--- config.mk ---
export PLATFORM = sky130hd
export DESIGN_NAME = ps2_host_tx
export DESIGN_NICKNAME = d
export VERILOG_FILES = /design/src/rtl/ps2_pkg.sv /design/src/rtl/ps2_line_sync.sv /design/src/rtl/ps2_host_tx.sv
export SDC_FILE = /design/constraint.sdc
export NUM_CORES = 1
export LEC_CHECK = 0
export CAP_MARGIN = 20
export CORE_MARGIN = 2
export CORE_UTILIZATION = 40
export CTS_BUF_LIST = sky130_fd_sc_hd__clkbuf_16
export DETAILED_ROUTE_END_ITERATION = 7
export PLACE_DENSITY_LB_ADDON = 0.2
export SLEW_MARGIN = 15
export SYNTH_ARGS = -nofsm -noshare
export SYNTH_HDL_FRONTEND = slang
export SYNTH_SLANG_ARGS = --single-unit
--- constraint.sdc ---
create_clock -name clk -period 5.89 [get_ports clk]
set_input_delay 1.178 -clock clk [delete_from_list [all_inputs] [get_ports clk]]
set_output_delay 1.178 -clock clk [all_outputs]
set_load 0.01 [all_outputs]
--- src/rtl/ps2_pkg.sv ---
// Shared definitions for the PS/2 host transmitter: FSM state codes, frame bit
// indices and helpers that turn the 100 kHz-unit clock rate into cycle counts.
package ps2_pkg;

   localparam logic [2:0] ST_IDLE    = 3'd0;
   localparam logic [2:0] ST_INHIBIT = 3'd1;
   localparam logic [2:0] ST_START   = 3'd2;
   localparam logic [2:0] ST_BITS    = 3'd3;
   localparam logic [2:0] ST_ACK     = 3'd4;
   localparam logic [2:0] ST_RECOVER = 3'd5;

   localparam logic [3:0] PARITY_IDX = 4'd8;
   localparam logic [3:0] STOP_IDX   = 4'd9;

   // One 100 kHz unit of clock rate is 10 cycles per 100 us and 100 cycles per ms.
   localparam int CYCLES_PER_100US_UNIT = 10;
   localparam int CYCLES_PER_MS_UNIT    = 100;

   function automatic int inhibit_cycles(input int sysclk_units);
      return sysclk_units * CYCLES_PER_100US_UNIT;
   endfunction

   function automatic int timeout_cycles(input int sysclk_units, input int ms);
      return sysclk_units * CYCLES_PER_MS_UNIT * ms;
   endfunction

   function automatic logic odd_parity(input logic [7:0] data);
      return ~^data;
   endfunction

   function automatic logic frame_bit(input logic [7:0] data, input logic parity,
                                      input logic [3:0] idx);
      logic value;
      value = 1'b1;
      if (idx < PARITY_IDX) begin
         value = data[idx[2:0]];
      end else if (idx == PARITY_IDX) begin
         value = parity;
      end
      return value;
   endfunction

endpackage

--- src/rtl/ps2_line_sync.sv ---
// Two-flop synchroniser plus falling-edge detector for one PS/2 line.
// With PS2_HOST_TX_FILTER_EN defined the synchronised level is debounced (8 equal samples).
module ps2_line_sync
   import ps2_pkg::*;
(
   input  logic clk,
   input  logic rst,
   input  logic pin_in,
   output logic level_out,
   output logic fall_out
);

   logic sync1_q;
   logic sync2_q;
   logic prev_q;
   logic level;

   // Lines idle high, so the chain resets to 1 to avoid a false edge after reset.
   always_ff @(posedge clk or posedge rst) begin
      if (rst) begin
         sync1_q <= 1'b1;
         sync2_q <= 1'b1;
      end else begin
         sync1_q <= pin_in;
         sync2_q <= sync1_q;
      end
   end

`ifdef PS2_HOST_TX_FILTER_EN
   logic       filt_q;
   logic       filt_d;
   logic [2:0] run_q;
   logic [2:0] run_d;

   always_comb begin
      filt_d = filt_q;
      run_d  = 3'd0;
      if (sync2_q != filt_q) begin
         run_d = run_q + 3'd1;
         if (run_q == 3'd7) begin
            filt_d = sync2_q;
            run_d  = 3'd0;
         end
      end
   end

   always_ff @(posedge clk or posedge rst) begin
      if (rst) begin
         filt_q <= 1'b1;
         run_q  <= 3'd0;
      end else begin
         filt_q <= filt_d;
         run_q  <= run_d;
      end
   end

   assign level = filt_q;
`else
   assign level = sync2_q;
`endif

   always_ff @(posedge clk or posedge rst) begin
      if (rst) begin
         prev_q <= 1'b1;
      end else begin
         prev_q <= level;
      end
   end

   assign level_out = level;
   assign fall_out  = prev_q & ~level;

endmodule

--- src/rtl/ps2_host_tx.sv ---
// PS/2 host-to-device command transmitter with inhibit, framing, ack check and watchdog.
// Optional clock debounce is enabled by defining PS2_HOST_TX_FILTER_EN.
module ps2_host_tx
   import ps2_pkg::*;
#(
   parameter int sysclk_frequency = 1000,
   parameter int timeout_ms       = 2
)
(
   input  logic       clk,
   input  logic       reset_in,
   input  logic       ps2_clk_in,
   input  logic       ps2_dat_in,
   output logic       ps2_clk_out,
   output logic       ps2_dat_out,
   input  logic [7:0] tx_data,
   input  logic       tx_req,
   output logic       tx_busy,
   output logic       tx_done,
   output logic       tx_error
);

   localparam int INHIBIT_CYCLES = inhibit_cycles(sysclk_frequency);
   localparam int TIMEOUT_CYCLES = timeout_cycles(sysclk_frequency, timeout_ms);
   localparam int TW             = $clog2(TIMEOUT_CYCLES + 1);

   localparam logic [TW-1:0] INHIBIT_LAST  = TW'(INHIBIT_CYCLES - 1);
   localparam logic [TW-1:0] INHIBIT_DATLO = TW'(INHIBIT_CYCLES - 2);
   localparam logic [TW-1:0] TIMEOUT_LAST  = TW'(TIMEOUT_CYCLES - 1);

   logic          clk_level;
   logic          clk_fall;
   logic          dat_level;
   logic          dat_fall_unused;

   logic [2:0]    state_q,   state_d;
   logic [TW-1:0] timer_q,   timer_d;
   logic [3:0]    bit_idx_q, bit_idx_d;
   logic [7:0]    data_q,    data_d;
   logic          parity_q,  parity_d;
   logic          clk_out_q, clk_out_d;
   logic          dat_out_q, dat_out_d;
   logic          busy_q,    busy_d;
   logic          done_q,    done_d;
   logic          error_q,   error_d;
   logic          armed_q,   armed_d;

   ps2_line_sync u_clk_sync (
      .clk       (clk),
      .rst       (reset_in),
      .pin_in    (ps2_clk_in),
      .level_out (clk_level),
      .fall_out  (clk_fall)
   );

   ps2_line_sync u_dat_sync (
      .clk       (clk),
      .rst       (reset_in),
      .pin_in    (ps2_dat_in),
      .level_out (dat_level),
      .fall_out  (dat_fall_unused)
   );

   // timer_q counts the inhibit period in INHIBIT and acts as the watchdog afterwards.
   always_comb begin
      state_d   = state_q;
      timer_d   = timer_q;
      bit_idx_d = bit_idx_q;
      data_d    = data_q;
      parity_d  = parity_q;
      clk_out_d = clk_out_q;
      dat_out_d = dat_out_q;
      busy_d    = busy_q;
      done_d    = 1'b0;
      error_d   = 1'b0;
      armed_d   = 1'b1;

      case (state_q)
         ST_IDLE: begin
            clk_out_d = 1'b1;
            dat_out_d = 1'b1;
            timer_d   = '0;
            bit_idx_d = 4'd0;
            if (tx_req && armed_q) begin
               data_d    = tx_data;
               parity_d  = odd_parity(tx_data);
               busy_d    = 1'b1;
               clk_out_d = 1'b0;
               state_d   = ST_INHIBIT;
            end
         end

         ST_INHIBIT: begin
            timer_d = timer_q + 1'b1;
            if (timer_q == INHIBIT_DATLO) begin
               dat_out_d = 1'b0;
            end
            if (timer_q == INHIBIT_LAST) begin
               clk_out_d = 1'b1;
               dat_out_d = 1'b0;
               timer_d   = '0;
               state_d   = ST_START;
            end
         end

         ST_START, ST_BITS, ST_ACK, ST_RECOVER: begin
            timer_d = clk_fall ? '0 : timer_q + 1'b1;

            if (state_q == ST_START) begin
               if (clk_fall) begin
                  bit_idx_d = 4'd0;
                  dat_out_d = data_q[0];
                  state_d   = ST_BITS;
               end
            end else if (state_q == ST_BITS) begin
               if (clk_fall) begin
                  if (bit_idx_q == STOP_IDX) begin
                     state_d = ST_ACK;
                  end else begin
                     bit_idx_d = bit_idx_q + 4'd1;
                     dat_out_d = frame_bit(data_q, parity_q, bit_idx_q + 4'd1);
                  end
               end
            end else if (state_q == ST_ACK) begin
               if (!dat_level) begin
                  state_d = ST_RECOVER;
               end else begin
                  clk_out_d = 1'b1;
                  dat_out_d = 1'b1;
                  busy_d    = 1'b0;
                  error_d   = 1'b1;
                  state_d   = ST_IDLE;
               end
            end else begin
               if (clk_level && dat_level) begin
                  busy_d  = 1'b0;
                  done_d  = 1'b1;
                  state_d = ST_IDLE;
               end
            end

            // A stalled device releases the bus; completion or nack in the same cycle wins.
            if (!done_d && !error_d && !clk_fall && timer_q == TIMEOUT_LAST) begin
               clk_out_d = 1'b1;
               dat_out_d = 1'b1;
               busy_d    = 1'b0;
               error_d   = 1'b1;
               state_d   = ST_IDLE;
            end
         end

         default: begin
            clk_out_d = 1'b1;
            dat_out_d = 1'b1;
            busy_d    = 1'b0;
            timer_d   = '0;
            state_d   = ST_IDLE;
         end
      endcase
   end

   // armed_q masks a request that arrives on the first edge after reset release.
   always_ff @(posedge clk or posedge reset_in) begin
      if (reset_in) begin
         state_q   <= ST_IDLE;
         timer_q   <= '0;
         bit_idx_q <= 4'd0;
         data_q    <= 8'd0;
         parity_q  <= 1'b0;
         clk_out_q <= 1'b1;
         dat_out_q <= 1'b1;
         busy_q    <= 1'b0;
         done_q    <= 1'b0;
         error_q   <= 1'b0;
         armed_q   <= 1'b0;
      end else begin
         state_q   <= state_d;
         timer_q   <= timer_d;
         bit_idx_q <= bit_idx_d;
         data_q    <= data_d;
         parity_q  <= parity_d;
         clk_out_q <= clk_out_d;
         dat_out_q <= dat_out_d;
         busy_q    <= busy_d;
         done_q    <= done_d;
         error_q   <= error_d;
         armed_q   <= armed_d;
      end
   end

   assign ps2_clk_out = clk_out_q;
   assign ps2_dat_out = dat_out_q;
   assign tx_busy     = busy_q;
   assign tx_done     = done_q;
   assign tx_error    = error_q;

endmodule

==> flow_summary.json, run 1 <==
{
  "cts_sinks": 45,
  "worst-path-buf-inv": 1,
  "clockRootBuffer": "clkbuf_16",
  "hold_buffers": 0,
  "finalHoldViolations": 0,
  "synth_edf_count": 0,
  "synthDistinctLibCells": 51,
  "cp.depth": 1,
  "area_growth_pct": 16.1,
  "wl_per_cell_um": 13.9,
  "regArea_um2": 1130,
  "cp-endpoint": "ps2_clk_out",
  "insertion_delay_ns": 0.29,
  "viasPerCell": 5.20,
  "initial_core_util_pct": 41.1,
  "fin_nets": 267,
  "gr-total-overflow": 0,
  "place_area_um2": 2630,
  "io_buffer_count": 17,
  "finalMaxSlewViolations": 0,
  "cts.htree.levels": 2,
  "synth_fp_nets": 248,
  "synth-seq-cells": 45,
  "final_area_um2": 2790,
  "period_share_pct": 42.8,
  "dieArea_um2": 6650,
  "cp_max_fo": 2,
  "synth_top_area_cell": "dfrtp_1",
  "syn_area_um2": 2410,
  "p_leak_nw": 1.17,
  "post_cts_buffers": 0,
  "grt_max_degree": 46,
  "coreArea_um2": 5850,
  "finClkSkew_ns": 0.00735,
  "whs_path_depth": 0,
  "worst_pin_slew_ns": 0.933,
  "dieHeight_um": 81.6,
  "setup_viol": 0,
  "synthArstFlopShare_pct": 100,
  "switchingPower_mw": 0.310,
  "track_usage_pct": 15.7,
  "remaining_drc_errors": 0,
  "cts_tree": "done",
  "synthTopCellsByArea": "dfrtp_1, dfstp_2, nor2_1",
  "hold_slack_ns": 0.355,
  "cts_buffers": 5,
  "yosys_warnings": 0,
  "r2r_cells": 5,
  "cp_cell_sequence": "clkdlybuf4s50_1",
  "syn_avg_cell_area_um2": 10.5,
  "synthCells": 230,
  "antenna_found_initial": 0,
  "arrival_ns": 1.34,
  "worst_path_largest_cell_delay_ns": 0.53,
  "switching_share_pct": 30.1,
  "max_freq_ghz": 0.396,
  "vias": 1689,
  "grt_pass1_wl_um": 8020,
  "dr.first_iter.drc_count": 108,
  "crit_path_start_kind": "flop",
  "postRouteAntennaNets": 0,
  "clk_pin_slew_ns": 0.06,
  "vdd_drop_max_v": 0.000158,
  "hold_class": "flop to flop",
  "multi_input_area_um2": 1200,
  "wl_um": 4500,
  "period_needed_ns": 2.52,
  "gp_congestion": 0.787,
  "p_seq_share_pct": 44.2,
  "r2r-end": "timer_q[2]",
  "synth_top_cell_area_share_pct": 39.5,
  "yosysSeqAreaShare_pct": 47.2,
  "num_io_pins": 18,
  "setup.worst_path.end_class": "output port",
  "startpoint": "ps2_clk_out",
  "drt-pass1-iter-count": 4,
  "cp_top_family": "flip-flops",
  "combPwrFrac_pct": 25.7,
  "synth_flop_cell": "dfrtp_1",
  "grt_pass1_vias": 1671,
  "num_rows": 28,
  "num_antenna_cells": 0,
  "fp.dieW_um": 81.6,
  "fillers": 550,
  "r2r_slack_ns": 3.70,
  "drive_gt1_share_pct": 15.2,
  "rsz0062_at_grt": "false",
  "crit-reg2reg-launch": "timer_q[12]",
  "clockPowerShare_pct": 30.1,
  "power_density_nw_per_um2": 369,
  "cts_max_path_buffers": 2,
  "drv_cap": 0,
  "crit_slowest_cell": "dfstp_2",
  "relSlewSlack_pct": 37.7,
  "status": "finished clean",
  "dp_hpwl_um": 3180,
  "crit_type": "flop to output port",
  "post_cts_resized": 0,
  "tns_ns": 0,
  "p_int_mw": 0.720,
  "worst-endpoint-required_ns": 4.71
}
[synth_stat cells (2+ instances only)]
cell type  instances
a211oi_1           2
a21oi_1           11
and2b_2            2
and3_1             3
buf_4              3
dfrtp_1           38
dfstp_2            7
ha_1               5
inv_1              9
mux2_2             9
mux2i_1            3
mux4_2             2
nand2_1           13
nand2b_1           4
nand3_1            7
nand3b_1           2
nand4_1            3
nor2_1            34
nor2b_1            3
nor3_1             2
nor4_1             2
nor4b_1            2
o211ai_1           2
o21ai_0           12
xnor2_1           14
xor2_1            11
[per-layer routing]
metal / share of wire (%) / global-route usage, % / up-vias
met3: 4.1 / 3.74 / 7
met1: 49 / 22.3 / 818
met2: 45 / 23.2 / 33
met5: 0 / 0 / -
li1: - / - / 831
met4: 1.8 / 5.59 / 0
[power by group through the flow]
stage	Clock (mW)	Sequential (mW)	Combinational (mW)
after floorplan	0	0.436	0.216
after global placement	0	0.462	0.264
after detailed placement	0	0.461	0.268
after CTS	0.318	0.456	0.269
after global routing	0.330	0.470	0.299
final	0.310	0.455	0.265
[flip-flops by register name, indices dropped and copies added (netlist names), 3 cells and up]
| signal | cells |
|---|---|
| bit_idx_q | 4 |
| state_q | 3 |
| timer_q | 18 |
| data_q | 8 |
[cell type report]
cell class / count / area share [%]
Tap cell: 75 / 3.36
Clock buffer: 5 / 4.48
Multi-Input combinational cell: 171 / 42.9
Timing Repair Buffer: 17 / 6.09
Inverter: 9 / 1.21
Sequential cell: 45 / 40.6
Clock inverter: 3 / 1.34
[cell usage in the layout (no fill, tap or decap), drive strengths merged, types with 4 or more instances in the layout]
| master | netlist | final |
|---|---|---|
| dfrtp | 38 | 38 |
| nor2 | 34 | 34 |
| clkdlybuf4s50 | 0 | 17 |
| xnor2 | 14 | 14 |
| o21ai | 14 | 14 |
| nand2 | 13 | 13 |
| a21oi | 12 | 12 |
| xor2 | 11 | 11 |
| inv | 9 | 10 |
| mux2 | 9 | 9 |
| nand3 | 8 | 8 |
| dfstp | 7 | 7 |
| ha | 5 | 5 |
| clkbuf | 0 | 5 |
| nand2b | 4 | 4 |
| nand4 | 4 | 4 |
| and3 | 4 | 4 |
[logic make-up after synthesis]
kind of cell / synth area share [%]
compound gates: 9.67
xor+xnor: 9.10
fa+ha+maj: 2.60
buf+inv: 3.02
flops: 47.2
mux: 7.33
other cells: 0.156
simple gates: 21.0
[metrics by stage]
stage / setup slack (ns) / utilization, % / power (mW) / cells
floorplan: 3.66 / - / 0.652 / 230
global placement: 3.24 / 45.0 / 0.726 / 317
detailed placement: 3.22 / 45.0 / 0.730 / 317
CTS: 3.35 / 47.8 / 1.04 / 325
global route: 3.34 / 47.8 / 1.10 / 325
finish: 3.37 / 47.8 / 1.03 / 325
[how the worst min path moves through the flow]
stage / from / to / slack, ns
after floorplan: u_clk_sync.sync1_q / u_clk_sync.level_out / 0.35
after global placement: u_clk_sync.sync1_q / u_clk_sync.level_out / 0.35
after detailed placement: u_clk_sync.sync1_q / u_clk_sync.level_out / 0.35
after CTS: u_clk_sync.sync1_q / u_clk_sync.level_out / 0.36
after global routing: u_dat_sync.sync1_q / u_dat_sync.level_out / 0.36
final: u_clk_sync.sync1_q / u_clk_sync.level_out / 0.35
(Power assumes the default switching activity.)
==> inputs of run 2 (changes only) <==
==> constraint.sdc (replaced) <==
create_clock -name clk -period 2.5 [get_ports clk]
set_input_delay 0.5 -clock clk [delete_from_list [all_inputs] [get_ports clk]]
set_output_delay 0.5 -clock clk [all_outputs]
set_load 0.01 [all_outputs]
==> run 2 against run 1 <==
Compared with the run above: flip-flop and latch count unchanged; first-iteration DRC count up 85%; highest routed layer unchanged; cell count up 1.2%; via count down 1.0%; sequential power up 130%; die area unchanged; setup slack worse by 2.9 ns; final area up 0.63%; routed wire length about the same; non-clock buffer count up 4; utilization up 0.30 points; critical path type is now flop to flop.
==> flow_summary.json, run 2 (synthesis gave the netlist of run 1 again) <==
{
  "viasPerCell": 5.08,
  "cp_max_fo": 7,
  "post_cts_resized": 0,
  "power_density_nw_per_um2": 840,
  "num_rows": 28,
  "arrival_ns": 2.24,
  "met1_usage_pct": 23.1,
  "hold_slack_ns": 0.355,
  "antenna_found_initial": 0,
  "p_leak_nw": 1.18,
  "cts_sinks": 45,
  "cts_buffers": 5,
  "grt_pass1_vias": 1647,
  "max_freq_ghz": 0.483,
  "worst_pin_slew_ns": 0.499,
  "cts_tree": "done",
  "remaining_drc_errors": 0,
  "tns_ns": 0,
  "gr-total-overflow": 0,
  "grt_pass1_wl_um": 8030,
  "hold_class": "flop to flop",
  "largest_register": "timer_q",
  "setup.worst_path.end_class": "flop",
  "cts.htree.levels": 2,
  "dr.first_iter.drc_count": 200,
  "wl_um": 4500,
  "reg_top3": "timer_q (18), data_q (8), bit_idx_q (4)",
  "finalMaxSlewViolations": 0,
  "met2_usage_pct": 23.2,
  "largest_register_ffs": 18,
  "hold_buffers": 0,
  "final_area_um2": 2810,
  "dp_hpwl_um": 3220,
  "dieArea_um2": 6650,
  "dieHeight_um": 81.6,
  "gr-usage-met3_pct": 3.63,
  "final_common_cell": "dfrtp_1",
  "io_buffer_count": 17,
  "period_needed_ns": 2.07,
  "finClkSkew_ns": 0.00321,
  "finalHoldViolations": 0,
  "vias": 1672,
  "initial_core_util_pct": 41.1,
  "area_growth_pct": 16.8,
  "setup_viol": 0,
  "clockRootBuffer": "clkbuf_16",
  "worst-endpoint-required_ns": 2.67,
  "period_share_pct": 82.9,
  "vdd_drop_max_v": 0.000412,
  "insertion_delay_ns": 0.29,
  "rsz0062_at_grt": "false",
  "layout_common_cells": "dfrtp_1, nor2_1, clkdlybuf4s50_1",
  "crit_type": "flop to flop",
  "clk_pin_slew_ns": 0.06,
  "drv_cap": 0,
  "crit_path_start_kind": "flop",
  "gp_congestion": 0.833,
  "grt_busiest_layer": "met2",
  "fp.dieW_um": 81.6,
  "grt_max_degree": 46,
  "postRouteAntennaNets": 0,
  "track_usage_pct": 15.9,
  "report.power.total_mw": 2.36,
  "drt-pass1-iter-count": 4,
  "fin_nets": 271,
  "cts_max_path_buffers": 2,
  "place_area_um2": 2670,
  "wl_per_cell_um": 13.7,
  "status": "finished clean",
  "drive_gt1_share_pct": 16.5,
  "num_antenna_cells": 0,
  "post_cts_buffers": 0,
  "coreArea_um2": 5850,
  "relSlewSlack_pct": 66.6,
  "num_io_pins": 18
}
run 2: final cells by class:
cell class,count,area (um^2)
Clock buffer,5,125
Clock inverter,3,12.5
Fill cell,544,3040
Inverter,9,33.8
Multi-Input combinational cell,171,1200
Sequential cell,45,1130
Tap cell,75,93.8
Timing Repair Buffer,21,213
run 2: worst paths after layout:
kind,from,endpoint,slack (ns),cells past startpoint
worst max-delay path,timer_q[0],state_q[1],0.43,7
worst min-delay path,u_dat_sync.sync1_q,u_dat_sync.level_out,0.35,0
worst max register to register,timer_q[0],state_q[1],0.43,7
worst min register to register,u_dat_sync.sync1_q,u_dat_sync.level_out,0.35,0
max in group asynchronous,reset_in,ps2_dat_out,1.66,3
min in group asynchronous,reset_in,timer_q[0],0.57,3
run 2: through the flow:
step	utilization (%)	std cells	worst slack, ns
after floorplan	-	230	0.604
after detailed placement	45.7	321	0.423
after global placement	45.7	321	0.494
after CTS	48.1	329	0.423
after global routing	48.1	329	0.306
final	48.1	329	0.428
run 2: critical path, cell delays in order (launching register included):
cell and delay (ns):
dfrtp_1 0.40, ha_1 0.24, and3_4 0.23, nand3_4 0.10, or3_4 0.45, a21oi_4 0.22
a311oi_1 0.09, a32o_1 0.23
run 2: metal layers:
metal / part of all wire (%) / vias up
met4: 1.6 / 0
met2: 43 / 38
met3: 4.5 / 6
met5: 0 / -
li1: - / 847
met1: 51 / 781
run 2: report_power, final:
group          internal, mW  switching, mW  total, mW
clock network         0.362          0.268      0.630
registers             0.899          0.143       1.04
logic                 0.357          0.334      0.691
==> inputs of run 3 (changes only) <==
==> constraint.sdc (replaced) <==
create_clock -name clk -period 1.76 [get_ports clk]
set_input_delay 0.352 -clock clk [delete_from_list [all_inputs] [get_ports clk]]
set_output_delay 0.352 -clock clk [all_outputs]
set_load 0.01 [all_outputs]
==> run 3 against run 2 <==
Compared with the run above: the flow now finishes with violations (setup timing); clock power up 48%; sequential share of layout area down 6.7 points; combinational power up 120%; via count up 9.6%; cell count up 12%; worst hold slack better by 0.0016 ns; die area unchanged; utilization up 9.6 points; largest cell class unchanged; largest power group is now combinational logic.
==> flow_summary.json, run 3 (synthesis gave the netlist of run 1 again) <==
{
  "status": "finished, violations left",
  "violations": "setup timing",
  "cp_max_fo": 5,
  "dp_hpwl_um": 3510,
  "wl_per_cell_um": 14.1,
  "pre_cts_ws_ns": -0.111,
  "fp.dieW_um": 81.6,
  "cts_buffers": 5,
  "rsz0062_at_grt": "true",
  "reg_top3": "timer_q (18), data_q (8), bit_idx_q (4)",
  "arrival_ns": 2.03,
  "antenna_found_initial": 0,
  "grt_pass1_vias": 1816,
  "fin_nets": 310,
  "final_common_cell": "dfrtp_1",
  "drv_cap": 0,
  "area_growth_pct": 40.1,
  "crit_path_start_kind": "flop",
  "regArea_um2": 1140,
  "cts_tree": "done",
  "insertion_delay_ns": 0.29,
  "num_antenna_cells": 0,
  "vias": 1833,
  "largest_register": "timer_q",
  "postRouteAntennaNets": 0,
  "cp-endpoint": "ps2_dat_out",
  "report.power.total_mw": 3.84,
  "drt-pass1-iter-count": 4,
  "crit_type": "flop to flop",
  "setup_viol": 2,
  "grt_max_degree": 46,
  "gr-total-overflow": 0,
  "wl_um": 5200,
  "startpoint": "bit_idx_q[0]",
  "finalHoldViolations": 0,
  "max_freq_ghz": 0.549,
  "grt_pass1_wl_um": 8440,
  "layout_common_cells": "dfrtp_1, buf_4, nor2_1",
  "num_rows": 28,
  "finClkSkew_ns": 0.00491,
  "dr.first_iter.drc_count": 118,
  "p_leak_nw": 1.41,
  "period_share_pct": 104,
  "dieHeight_um": 81.6,
  "clockRootBuffer": "clkbuf_16",
  "r2r_cells": 6,
  "num_io_pins": 18,
  "gp_congestion": 0.888,
  "coreArea_um2": 5850,
  "r2r-end": "ps2_dat_out",
  "power_density_nw_per_um2": 1140,
  "period_needed_ns": 1.82,
  "clk_pin_slew_ns": 0.07,
  "hold_class": "flop to flop",
  "worst-endpoint-required_ns": 1.96,
  "cts_max_path_buffers": 2,
  "r2r_slack_ns": -0.06,
  "initial_core_util_pct": 41.1,
  "track_usage_pct": 16.6,
  "dieArea_um2": 6650,
  "remaining_drc_errors": 0,
  "crit-reg2reg-launch": "bit_idx_q[0]",
  "io_buffer_count": 17,
  "viasPerCell": 4.98,
  "setup.worst_path.end_class": "flop",
  "fillers": 498,
  "layout_setup_ws_ns": -0.0623,
  "multi_input_area_um2": 1390,
  "largest_register_ffs": 18,
  "cts_sinks": 45,
  "cts.htree.levels": 2,
  "tns_ns": -0.120,
  "finalMaxSlewViolations": 0,
  "drive_gt1_share_pct": 38.6,
  "vdd_drop_max_v": 0.000797
}
run 3: critical path, cell delays in order (launching register included):
cell	delay, ns
dfrtp_1	0.41
buf_6	0.15
mux4_2	0.50
mux2i_1	0.16
nor4_1	0.07
nor4_1	0.32
mux2i_1	0.13
run 3: how the worst min path moves through the flow:
stage / depth (start not counted) / slack (ns) / to / start
CTS: 0 / 0.36 / u_dat_sync.level_out / u_dat_sync.sync1_q
finish: 0 / 0.36 / u_dat_sync.level_out / u_dat_sync.sync1_q
global placement: 0 / 0.35 / u_dat_sync.level_out / u_dat_sync.sync1_q
detailed placement: 0 / 0.35 / u_dat_sync.level_out / u_dat_sync.sync1_q
global route: 0 / 0.36 / u_clk_sync.level_out / u_clk_sync.sync1_q
floorplan: 0 / 0.35 / u_clk_sync.level_out / u_clk_sync.sync1_q
run 3: per-layer routing:
| metal | global-route usage (%) | part of all wire, % |
|---|---|---|
| met1 | 24.0 | 50 |
| met4 | 5.08 | 1.3 |
| met3 | 3.19 | 3.6 |
| met2 | 25.2 | 45 |
| met5 | 0 | 0 |
run 3: through the flow:
stage          cells  util, %  cell area [um^2]  hold slack, ns
5_1_grt          368     57.6              3370           0.360
3_5_place_dp     352     49.9              2920           0.348
2_1_floorplan    230        -              2410           0.345
3_3_place_gp     352     49.9              2920           0.346
6_report         368     57.6              3370           0.357
4_1_cts          364     53.6              3140           0.357
run 3: what timing repair did:
| action | CTS | global route |
|---|---|---|
| hold buffers | 0 | 0 |
| endpoints found under the setup margin | 6 | 28 |
| pin swaps | 2 | 18 |
| cloned | 0 | 3 |
| buffers inserted | 4 | 2 |
| resized for setup | 8 | 42 |
run 3: power breakdown:
part	internal, mW	switching, mW	leakage (nW)
clock network	0.528	0.403	0.0702
logic	0.805	0.681	0.764
registers	1.28	0.146	0.571
total	2.61	1.23	1.41
run 3: cell type report:
type                    instances  share of cell area [%]
well taps                      75                    2.78
clock inverters                 3                   0.631
inverters                       9                    1.00
flip-flops and latches         45                    33.7
clock buffers                   5                    3.71
repair buffers                 60                    16.9
multi-input cells             171                    41.3
==> patch, RTL diff (flow settings as in run 2) <==
Add a define of `PS2_HOST_TX_FILTER_EN`.
--- a/src/rtl/ps2_line_sync.sv
+++ b/src/rtl/ps2_line_sync.sv
@@ -1,5 +1,7 @@
 // Two-flop synchroniser plus falling-edge detector for one PS/2 line.
 // With PS2_HOST_TX_FILTER_EN defined the synchronised level is debounced (8 equal samples).
+`define PS2_HOST_TX_FILTER_EN
+
 module ps2_line_sync
    import ps2_pkg::*;
 (
Check against the original RTL: same outputs for any inputs over 10 cycles, from zero or initial values and one cycle with reset_in high; that may be too few to reach the edited logic, so the function may still have changed.
==> patch against run 2 <==
- global-route usage barely moved
- synthesized area rose by 17%
- total power rose by 12%
- clock skew barely moved
- sequential cell count rose by 8
- synthesized cell count rose by 18%
- worst hold slack improved by 2.7 ps
- cell area rose by 17%
- setup slack got worse by 130 ps
- routed wire length rose by 20%
- critical path type unchanged
- critical endpoint is now bit_idx_q[2]
==> patch: results (changes against run 2) <==
post-synth cell types 54 (was 51); reg2reg setup slack 300 ps (was 430 ps); # fillers 652 (was 544); Post-synth top flop dfrtp_1 (unchanged); Nets 317 (was 271); WP data arrival 2440 ps (was 2240 ps); HPWL after DPL 3.89 mm (was 3.22 mm); worst vdd ir 0.434 mV (was 0.412 mV); sequential-to-total area share from yosys stat 0.476 (was 0.472); Mapped Cells 272 (was 230); layout cells sized above 1 0.137 (was 0.165); Final Skew 3.14 ps (was 3.21 ps); CP Max Fanout 13 (was 7); first-pass GRT wire length 9.54 mm (was 8.03 mm); worst hold margin 358 ps (was 355 ps); Routability Congestion 0.868 (was 0.833); worst-margin pin slew 640 ps (was 499 ps); total track usage 0.159 (about the same); largest net degree at the start of global routing 54 (was 46); Post-Syn Nets 297 (was 248); leakage power 0.00142 µW (was 0.00118 µW); Final Non-Filler Cells 389 (was 329); synth top area cells dfrtp_1 39%, dfstp_2 8.4%, ha_1 5.3%, xnor2_1 5.3%, nor2_1 4.8% (was dfrtp_1 40%, dfstp_2 7.6%, nor2_1 5.3%, xnor2_1 5.1%, mux2_2 4.2%); Crit-path slowest cell dfrtp_1 (was or3_4); Wirelength per Cell 13.9 µm (was 13.7 µm); status finished clean (unchanged); R2R depth 6 (was 7); DR iter-0 viols 120 (was 200); drt first pass iters 4 (unchanged); Vias 1998 (was 1672); DP Cell Count 381 (was 321)
==> patch: changes by cell type after synthesis, moves of 3 or more <==
cell and delta:
a21o_1 +3, a21oi_1 -4, and3_1 +5, clkbuf_1 +5, dfrtp_1 +6, ha_1 +7, nand2_1 +8, nand3_1 +3
nor3_1 +4, xnor2_1 +3
==> patch: area by class of cell <==
cell class                 count  area [µm²]  area share
tap                           96         120      0.0367
inverter                       9        33.8      0.0103
timing repair buffer          20         205      0.0626
sequential                    53        1340       0.408
clock buffer                   5         125      0.0382
clock inverter                 3        47.5      0.0145
multi-input combinational    203        1410       0.430
==> patch: power groups by stage <==
| stage | Combinational, µW | Sequential (µW) | Clock, µW |
|---|---|---|---|
| floorplan | 498 | 1180 | 0 |
| CTS | 628 | 1230 | 829 |
| detailed placement | 626 | 1250 | 0 |
| global route | 707 | 1260 | 860 |
| global placement | 612 | 1250 | 0 |
| finish | 616 | 1230 | 804 |
==> patch: worst paths after layout <==
| check | from | endpoint |
|---|---|---|
| min reg2reg | u_clk_sync.sync1_q | u_clk_sync.sync2_q |
| max reg2reg | state_q[2] | bit_idx_q[2] |
| min in group asynchronous | reset_in | u_clk_sync.run_q[0] |
| max in group asynchronous | reset_in | u_dat_sync.level_out |
| min | u_clk_sync.sync1_q | u_clk_sync.sync2_q |
| max | state_q[2] | bit_idx_q[2] |
==> patch: cells by family after synthesis <==
| group | Yosys count | synth area share |
|---|---|---|
| simple gates | 105 | 0.189 |
| buf+inv | 16 | 0.0232 |
| compound gates | 43 | 0.106 |
| fa+ha+maj | 12 | 0.0534 |
| mux | 14 | 0.0637 |
| other cells | 1 | 0.00133 |
| xor+xnor | 28 | 0.0873 |
| flops | 53 | 0.476 |
==> patch: stage by stage <==
step	setup WS, ps	total power (µW)	instance area, µm²	util
finish	298	2650	3280	0.482
global route	167	2830	3280	0.482
CTS	299	2690	3280	0.482
detailed placement	322	1870	3100	0.457
global placement	289	1860	3100	0.457
floorplan	125	1680	2810	-
==> patch: critical path: cells and delay by family (launching register included) <==
kind | cells | cell delay (ps)
compound gates | 3 | 530
simple gates | 2 | 600
fa+ha+maj | 1 | 420
flops | 1 | 590
==> patch: routing by layer <==
layer	global-route usage	vias to the layer above	routed length, µm
li1	-	990	-
met2	0.260	35	2590
met5	0	-	0
met3	0.0283	6	199
met4	0.0434	0	61
met1	0.218	967	2540
